**src/rtl/fan_ctrl_param_if.sv**
```systemverilog
// Button pulses in, motor/light drive and front-panel status out.
// The controller takes the slave side; whatever drives the buttons takes the master side.
interface fan_ctrl_param_if #(
    parameter int POWER_LEVELS = 3,
    parameter int PWM_BITS     = 7,
    parameter int TIMER_W      = 16
);
    logic                    btn_power_pe;
    logic                    btn_timer_pe;
    logic                    btn_light_pe;
    logic                    motor_pwm;
    logic                    light_pwm;
    logic [2:0]              power_level;
    logic [2:0]              light_level;
    logic [1:0]              timer_mode;
    logic [TIMER_W-1:0]      timer_remain;
    logic [POWER_LEVELS-1:0] led_power;
    logic [2:0]              led_timer;
    logic [PWM_BITS-1:0]     duty_motor;

    modport master (
        output btn_power_pe, btn_timer_pe, btn_light_pe,
        input  motor_pwm, light_pwm, power_level, light_level, timer_mode,
               timer_remain, led_power, led_timer, duty_motor
    );

    modport slave (
        input  btn_power_pe, btn_timer_pe, btn_light_pe,
        output motor_pwm, light_pwm, power_level, light_level, timer_mode,
               timer_remain, led_power, led_timer, duty_motor
    );
endinterface

```
**src/rtl/fan_ctrl_param.sv**
```systemverilog
// Fan controller: stepped motor power with soft-start ramp, auto-off timer,
// independent light dimmer and the two PWM generators driving them.
module fan_ctrl_param #(
    parameter int POWER_LEVELS   = 3,
    parameter int LIGHT_LEVELS   = 3,
    parameter int PWM_BITS       = 7,
    parameter int PWM_DIV        = 7813,
    parameter int SEC_DIV        = 100_000_000,
    parameter int TIMER_UNIT_SEC = 60,
    parameter int TIMER_W        = 16,
    parameter int RAMP_DIV       = 100_000
) (
    input logic             clk,
    input logic             reset_p,
    fan_ctrl_param_if.slave bus
);
    localparam int STEP_W = (PWM_DIV > 1) ? $clog2(PWM_DIV) : 1;
    localparam int SEC_W  = (SEC_DIV > 1) ? $clog2(SEC_DIV) : 1;
    localparam int RAMP_W = (RAMP_DIV > 1) ? $clog2(RAMP_DIV) : 1;
    localparam int unsigned DUTY_MAX = (1 << PWM_BITS) - 1;

    function automatic logic [PWM_BITS-1:0] level_duty(input logic [2:0] level, input int levels);
        int unsigned prod;
        prod = 32'(level) * DUTY_MAX;
        return PWM_BITS'(prod / levels);
    endfunction

    logic [2:0]          power_level;
    logic [2:0]          light_level;
    logic [1:0]          timer_mode;
    logic [TIMER_W-1:0]  timer_remain;
    logic [PWM_BITS-1:0] duty_motor;
    logic [SEC_W-1:0]    sec_cnt;
    logic [RAMP_W-1:0]   ramp_cnt;
    logic [STEP_W-1:0]   step_cnt;
    logic [PWM_BITS-1:0] pwm_cnt;
    logic                motor_pwm;
    logic                light_pwm;

    logic [2:0]          power_next;
    logic [1:0]          mode_next;
    logic [PWM_BITS-1:0] motor_target;
    logic [PWM_BITS-1:0] light_duty;
    logic                sec_tick;
    logic                expiry;

    always_comb begin
        power_next = power_level;
        if (bus.btn_power_pe)
            power_next = (power_level == 3'(POWER_LEVELS)) ? 3'd0 : power_level + 3'd1;
    end

    assign mode_next    = timer_mode + 2'd1;
    assign motor_target = level_duty(power_level, POWER_LEVELS);
    assign light_duty   = level_duty(light_level, LIGHT_LEVELS);
    assign sec_tick     = (timer_mode != 2'd0) && (power_level != 3'd0) &&
                          (sec_cnt == SEC_W'(SEC_DIV - 1));
    assign expiry       = sec_tick && (timer_remain == TIMER_W'(1));

    // Expiry outranks the buttons; a power press is resolved before the timer press sees the level.
    always_ff @(posedge clk or posedge reset_p) begin
        if (reset_p) begin
            power_level  <= '0;
            timer_mode   <= '0;
            timer_remain <= '0;
            sec_cnt      <= '0;
        end else if (expiry) begin
            power_level  <= '0;
            timer_mode   <= '0;
            timer_remain <= '0;
            sec_cnt      <= '0;
        end else begin
            power_level <= power_next;
            if (bus.btn_power_pe && power_next == 3'd0) begin
                timer_mode   <= '0;
                timer_remain <= '0;
                sec_cnt      <= '0;
            end else if (bus.btn_timer_pe && power_next != 3'd0) begin
                timer_mode <= mode_next;
                sec_cnt    <= '0;
                case (mode_next)
                    2'd1:    timer_remain <= TIMER_W'(TIMER_UNIT_SEC);
                    2'd2:    timer_remain <= TIMER_W'(3 * TIMER_UNIT_SEC);
                    2'd3:    timer_remain <= TIMER_W'(5 * TIMER_UNIT_SEC);
                    default: timer_remain <= '0;
                endcase
            end else if (timer_mode != 2'd0 && power_level != 3'd0) begin
                if (sec_tick) begin
                    sec_cnt      <= '0;
                    timer_remain <= timer_remain - TIMER_W'(1);
                end else begin
                    sec_cnt <= sec_cnt + SEC_W'(1);
                end
            end
        end
    end

    // Soft start only slows increases; any decrease snaps straight to the new target.
    always_ff @(posedge clk or posedge reset_p) begin
        if (reset_p) begin
            duty_motor <= '0;
            ramp_cnt   <= '0;
        end else if (duty_motor < motor_target) begin
            if (ramp_cnt == RAMP_W'(RAMP_DIV - 1)) begin
                duty_motor <= duty_motor + PWM_BITS'(1);
                ramp_cnt   <= '0;
            end else begin
                ramp_cnt <= ramp_cnt + RAMP_W'(1);
            end
        end else begin
            duty_motor <= motor_target;
            ramp_cnt   <= '0;
        end
    end

    always_ff @(posedge clk or posedge reset_p) begin
        if (reset_p)
            light_level <= '0;
        else if (bus.btn_light_pe)
            light_level <= (light_level == 3'(LIGHT_LEVELS)) ? 3'd0 : light_level + 3'd1;
    end

    always_ff @(posedge clk or posedge reset_p) begin
        if (reset_p) begin
            step_cnt  <= '0;
            pwm_cnt   <= '0;
            motor_pwm <= 1'b0;
            light_pwm <= 1'b0;
        end else begin
            if (step_cnt == STEP_W'(PWM_DIV - 1)) begin
                step_cnt <= '0;
                pwm_cnt  <= pwm_cnt + PWM_BITS'(1);
            end else begin
                step_cnt <= step_cnt + STEP_W'(1);
            end
            motor_pwm <= (pwm_cnt < duty_motor);
            light_pwm <= (pwm_cnt < light_duty);
        end
    end

    always_comb begin
        bus.led_power = '0;
        for (int k = 1; k <= POWER_LEVELS; k++)
            bus.led_power[k-1] = (power_level == 3'(k));
        bus.led_timer = '0;
        for (int k = 1; k <= 3; k++)
            bus.led_timer[k-1] = (timer_mode == 2'(k));
    end

    assign bus.power_level  = power_level;
    assign bus.light_level  = light_level;
    assign bus.timer_mode   = timer_mode;
    assign bus.timer_remain = timer_remain;
    assign bus.duty_motor   = duty_motor;
    assign bus.motor_pwm    = motor_pwm;
    assign bus.light_pwm    = light_pwm;
endmodule

```
**src/flat_wrapper.sv**
```systemverilog
// flat-port wrapper written by rule: the top's interface ports become plain ports
module fan_ctrl_param_flat 
#(
    parameter int POWER_LEVELS   = 3,
    parameter int LIGHT_LEVELS   = 3,
    parameter int PWM_BITS       = 7,
    parameter int PWM_DIV        = 7813,
    parameter int SEC_DIV        = 100_000_000,
    parameter int TIMER_UNIT_SEC = 60,
    parameter int TIMER_W        = 16,
    parameter int RAMP_DIV       = 100_000
)
  (clk, reset_p, bus_btn_power_pe, bus_btn_timer_pe, bus_btn_light_pe, bus_motor_pwm, bus_light_pwm, bus_power_level, bus_light_level, bus_timer_mode, bus_timer_remain, bus_led_power, bus_led_timer, bus_duty_motor);
  fan_ctrl_param_if #(.POWER_LEVELS(POWER_LEVELS), .PWM_BITS(PWM_BITS), .TIMER_W(TIMER_W)) bus_i ();
  input logic clk;
  input logic reset_p;
  input wire logic [$bits(bus_i.btn_power_pe)-1:0] bus_btn_power_pe;
  input wire logic [$bits(bus_i.btn_timer_pe)-1:0] bus_btn_timer_pe;
  input wire logic [$bits(bus_i.btn_light_pe)-1:0] bus_btn_light_pe;
  output wire logic [$bits(bus_i.motor_pwm)-1:0] bus_motor_pwm;
  output wire logic [$bits(bus_i.light_pwm)-1:0] bus_light_pwm;
  output wire logic [$bits(bus_i.power_level)-1:0] bus_power_level;
  output wire logic [$bits(bus_i.light_level)-1:0] bus_light_level;
  output wire logic [$bits(bus_i.timer_mode)-1:0] bus_timer_mode;
  output wire logic [$bits(bus_i.timer_remain)-1:0] bus_timer_remain;
  output wire logic [$bits(bus_i.led_power)-1:0] bus_led_power;
  output wire logic [$bits(bus_i.led_timer)-1:0] bus_led_timer;
  output wire logic [$bits(bus_i.duty_motor)-1:0] bus_duty_motor;
  assign bus_i.btn_power_pe = bus_btn_power_pe;
  assign bus_i.btn_timer_pe = bus_btn_timer_pe;
  assign bus_i.btn_light_pe = bus_btn_light_pe;
  assign bus_motor_pwm = bus_i.motor_pwm;
  assign bus_light_pwm = bus_i.light_pwm;
  assign bus_power_level = bus_i.power_level;
  assign bus_light_level = bus_i.light_level;
  assign bus_timer_mode = bus_i.timer_mode;
  assign bus_timer_remain = bus_i.timer_remain;
  assign bus_led_power = bus_i.led_power;
  assign bus_led_timer = bus_i.led_timer;
  assign bus_duty_motor = bus_i.duty_motor;
  fan_ctrl_param #(.POWER_LEVELS(POWER_LEVELS), .LIGHT_LEVELS(LIGHT_LEVELS), .PWM_BITS(PWM_BITS), .PWM_DIV(PWM_DIV), .SEC_DIV(SEC_DIV), .TIMER_UNIT_SEC(TIMER_UNIT_SEC), .TIMER_W(TIMER_W), .RAMP_DIV(RAMP_DIV)) u_core (.clk(clk), .reset_p(reset_p), .bus(bus_i));
endmodule
```
**config.mk**
```make
export PLATFORM = sky130hd
export DESIGN_NAME = fan_ctrl_param_flat
export DESIGN_NICKNAME = d
export VERILOG_FILES = /design/src/rtl/fan_ctrl_param_if.sv /design/src/rtl/fan_ctrl_param.sv /design/src/flat_wrapper.sv
export SDC_FILE = /design/constraint.sdc
export NUM_CORES = 1
export LEC_CHECK = 0
export ABC_AREA = 1
export CELL_PAD_IN_SITES_DETAIL_PLACEMENT = 1
export CELL_PAD_IN_SITES_GLOBAL_PLACEMENT = 1
export CORE_AREA = 2 2 103 204
export CTS_BUF_LIST = sky130_fd_sc_hd__clkbuf_4 sky130_fd_sc_hd__clkbuf_8 sky130_fd_sc_hd__clkbuf_16
export CTS_CLUSTER_DIAMETER = 50
export DETAILED_ROUTE_END_ITERATION = 6
export DIE_AREA = 0 0 105 206
export GPL_TIMING_DRIVEN = 1
export PLACE_DENSITY_LB_ADDON = 0.1
export SLEW_MARGIN = 25
export SYNTH_ARGS = -nofsm -noshare
export SYNTH_HDL_FRONTEND = slang
export SYNTH_SLANG_ARGS = --single-unit
```
**constraint.sdc**
```tcl
create_clock -name clk -period 6.2 [get_ports clk]
set_input_delay 1.86 -clock clk [delete_from_list [all_inputs] [get_ports clk]]
set_output_delay 1.86 -clock clk [all_outputs]
set_load 0.02 [all_outputs]
```
==> results.sh <==
export IMPL_hpwl_um=16800
export IMPL_crit_path_frequent_cell="nand2_2"
export IMPL_boundaryPins=44
export IMPL_maxSlewViolCount=0
export IMPL_htreeDepth=3
export IMPL_fmax_mhz=159
export IMPL_syn_inst=1112
export IMPL_vias=7745
export IMPL_area_growth_pct=28.6
export IMPL_antenna_found_initial=0
export IMPL_core_area_sq_um=20200
export IMPL_fin_util=0.516
export IMPL_holdPathEnd="u_core.ramp_cnt[0]"
export IMPL_yosysWarnings=0
export IMPL_path_clk_slew_ns=0.07
export IMPL_finClkSkew_ns=0.00965
export IMPL_drt_first_pass_iters=4
export IMPL_crit_arrival_ns=6.58
export IMPL_syn_num_nets=1185
export IMPL_grt_pass1_vias=8083
export IMPL_start_util=0.401
export IMPL_crit_buf_inv=4
export IMPL_io_buffers=43
export IMPL_preCtsSetupSlack_ns=-0.333
export IMPL_final_nets=1325
export IMPL_worstMarginPinSlew_ns=0.917
export IMPL_fillerInstances=2593
export IMPL_status="finished, violations left"
export IMPL_cts_inserted_buffers=9
export IMPL_synth_area_sq_um=8100
export IMPL_startpoint_type="flip-flop"
export IMPL_fin_cells=1522
export IMPL_cts_tree="done"
export IMPL_min_from="u_core.ramp_cnt[0]"
export IMPL_min_period_ns=6.30
export IMPL_clock_root_buffer="clkbuf_16"
export IMPL_min_period_over_period=1.02
export IMPL_timing_hold_violations_final=0
export IMPL_cp_top_family="simple AND/OR/NAND/NOR gates"
export IMPL_r2r_end="u_core.ramp_cnt[7]"
export IMPL_final_area_sq_um=10400
export IMPL_drc=0
export IMPL_cpPeakStageDelay_ns=0.64
export IMPL_min_path_type="flip-flop to flip-flop"
export IMPL_drv_cap=0
export IMPL_rsz0062_at_grt="true"
export IMPL_cp_slowest_cell="fa_2"
export IMPL_drtAntennaViolNets=0
export IMPL_r2r_start="u_core.bus.power_level[1]"
export IMPL_crit_path_end_kind="flip-flop"
export IMPL_place_congestion=0.883
export IMPL_final_setup_viol_count=24
export IMPL_holdBufCountCts=0
export IMPL_wl_per_cell_um=15.0
export IMPL_rr_worst_depth=43
export IMPL_cts_sinks=97
export IMPL_cts_buffer_depth=2
export IMPL_die_h_um=206
export IMPL_mostFrequentLayoutCells="195 x nand2_1, 175 x inv_1, 104 x nor2_1, 95 x dfrtp_1, 88 x buf_4"
export IMPL_placed_area_sq_um=9280
export IMPL_ys_ff_latch=97
export IMPL_drtIter0Drc=278
export IMPL_crit_type="flip-flop to flip-flop"
export IMPL_grt_overflow_total=0
export IMPL_violations="setup timing"
export IMPL_syn_avg_cell_area_sq_um=7.28
export IMPL_placed_cells=1470
export IMPL_hold_path_depth=1
export IMPL_grt_max_degree=74
export IMPL_diodes=0
export IMPL_critPathRequiredTime_ns=6.47
export IMPL_clock_latency_ns=0.36
export IMPL_wl_um=22800
export IMPL_fp_dieW_um=105
export IMPL_die_area_sq_um=21600
export IMPL_seq_area_frac_synth=0.300
export IMPL_row_count=74
export IMPL_avgViaCountPerCell=5.09
export IMPL_regToRegSetupSlack_ns=-0.10
export IMPL_final_common_cell="nand2_1"
export IMPL_path_max_fanout=6
export IMPL_layout_drive_gt1_share=0.227
export IMPL_synthDistinctLibCells=57
export IMPL_relSlewSlack=0.388
export IMPL_grt_pass1_wl_um=37500
export IMPL_fin_ws_ns=-0.105
export IMPL_grt_util_all_layers=0.208
==> synth_stat cells (all sizes together) <==
cell type  number  area (sq um)
ha             58           726
o211ai          7          52.6
o311ai          1          8.76
nand3b          3          26.3
inv           200           751
a22o            1          8.76
clkinv          4          16.3
nor3           46           307
o21bai          2          15.0
o21a            5          37.5
xor2           23           209
o221a           1          11.3
dfrtp          97          2430
nand4          34           279
and2b           1          7.51
o211a           1          10.0
or2             7          43.8
nor2          127           522
buf             5          42.5
xnor2          13           114
clkbuf          7          26.3
nor4           15          93.8
nor3b           4          30.0
o31ai           2          15.0
fa             10           200
nand2         240           968
o21ai          41           228
nand3          83           505
a211oi          5          37.5
or3             1          6.26
and3            2          12.5
a31oi           5          31.3
o2111ai         2          17.5
o22ai           2          12.5
a21oi          57           300
==> flip-flops by register name, indices dropped and copies added (netlist names) <==
signal and flops:
u_core.sec_cnt 27, u_core.ramp_cnt 17, u_core.bus.timer_remain 16, u_core.step_cnt 13, u_core.bus.duty_motor 7, u_core.pwm_cnt 7
u_core.bus.light_level 3, u_core.bus.power_level 3, u_core.bus.timer_mode 2, u_core.bus.light_pwm 1, u_core.bus.motor_pwm 1
==> logic make-up (layout without fill, tap and decap cells) <==
family / Yosys count / count (layout) / share of synthesized area
xor gates and xnor gates: 36 / 36 / 0.0399
DFF: 97 / 97 / 0.300
adders and majority gates: 68 / 68 / 0.114
and+or+nand+nor: 563 / 565 / 0.346
buffers and inverters: 216 / 358 / 0.103
AOI/OAI and AO/OA: 132 / 132 / 0.0970
==> routing by layer <==
layer | up-vias | share of wire | wire, um | track usage
met5 | - | 0 | 0 | 0
met4 | 0 | 0.016 | 376 | 0.0695
met3 | 21 | 0.0093 | 213 | 0.0183
met2 | 48 | 0.54 | 12300 | 0.383
met1 | 3802 | 0.44 | 9980 | 0.252
li1 | 3874 | - | - | -
==> how the worst max path moves through the flow <==
| stage | from | to | cells after the start |
|---|---|---|---|
| floorplan | u_core.bus.power_level[1] | u_core.bus.duty_motor[1] | 42 |
| global placement | u_core.bus.power_level[1] | u_core.ramp_cnt[1] | 42 |
| detailed placement | u_core.bus.power_level[1] | u_core.ramp_cnt[16] | 42 |
| CTS | u_core.bus.power_level[2] | u_core.ramp_cnt[7] | 42 |
| global route | u_core.bus.power_level[1] | u_core.ramp_cnt[5] | 43 |
| finish | u_core.bus.power_level[1] | u_core.ramp_cnt[7] | 43 |
==> per-stage QoR <==
step / setup TNS [ns] / hold slack, ns
2_1_floorplan: 0 / 0.447
3_3_place_gp: -0.000562 / 0.470
3_5_place_dp: -6.93 / 0.493
4_1_cts: -0.00228 / 0.501
5_1_grt: -12.32 / 0.516
6_report: -1.80 / 0.491
==> final cells by class <==
class                      count  area [sq um]  share of cell area
clock buffer                  12           254              0.0244
clock inverter                 3          17.5             0.00168
inverter                     204           778              0.0747
multi-input combinational    801          5360               0.515
sequential                    97          2430               0.233
tap                          266           333              0.0320
timing repair buffer         139          1240               0.119
==> repair_timing <==
item / in CTS / in global routing
pin swaps: 17 / 39
setup endpoints to repair: 24 / 25
gates cloned: 1 / 4
resized for setup: 28 / 98
setup buffers: 16 / 16
Power is not shown: default switching activity piles up to over one toggle a cycle in this logic, so the estimate is an artifact.
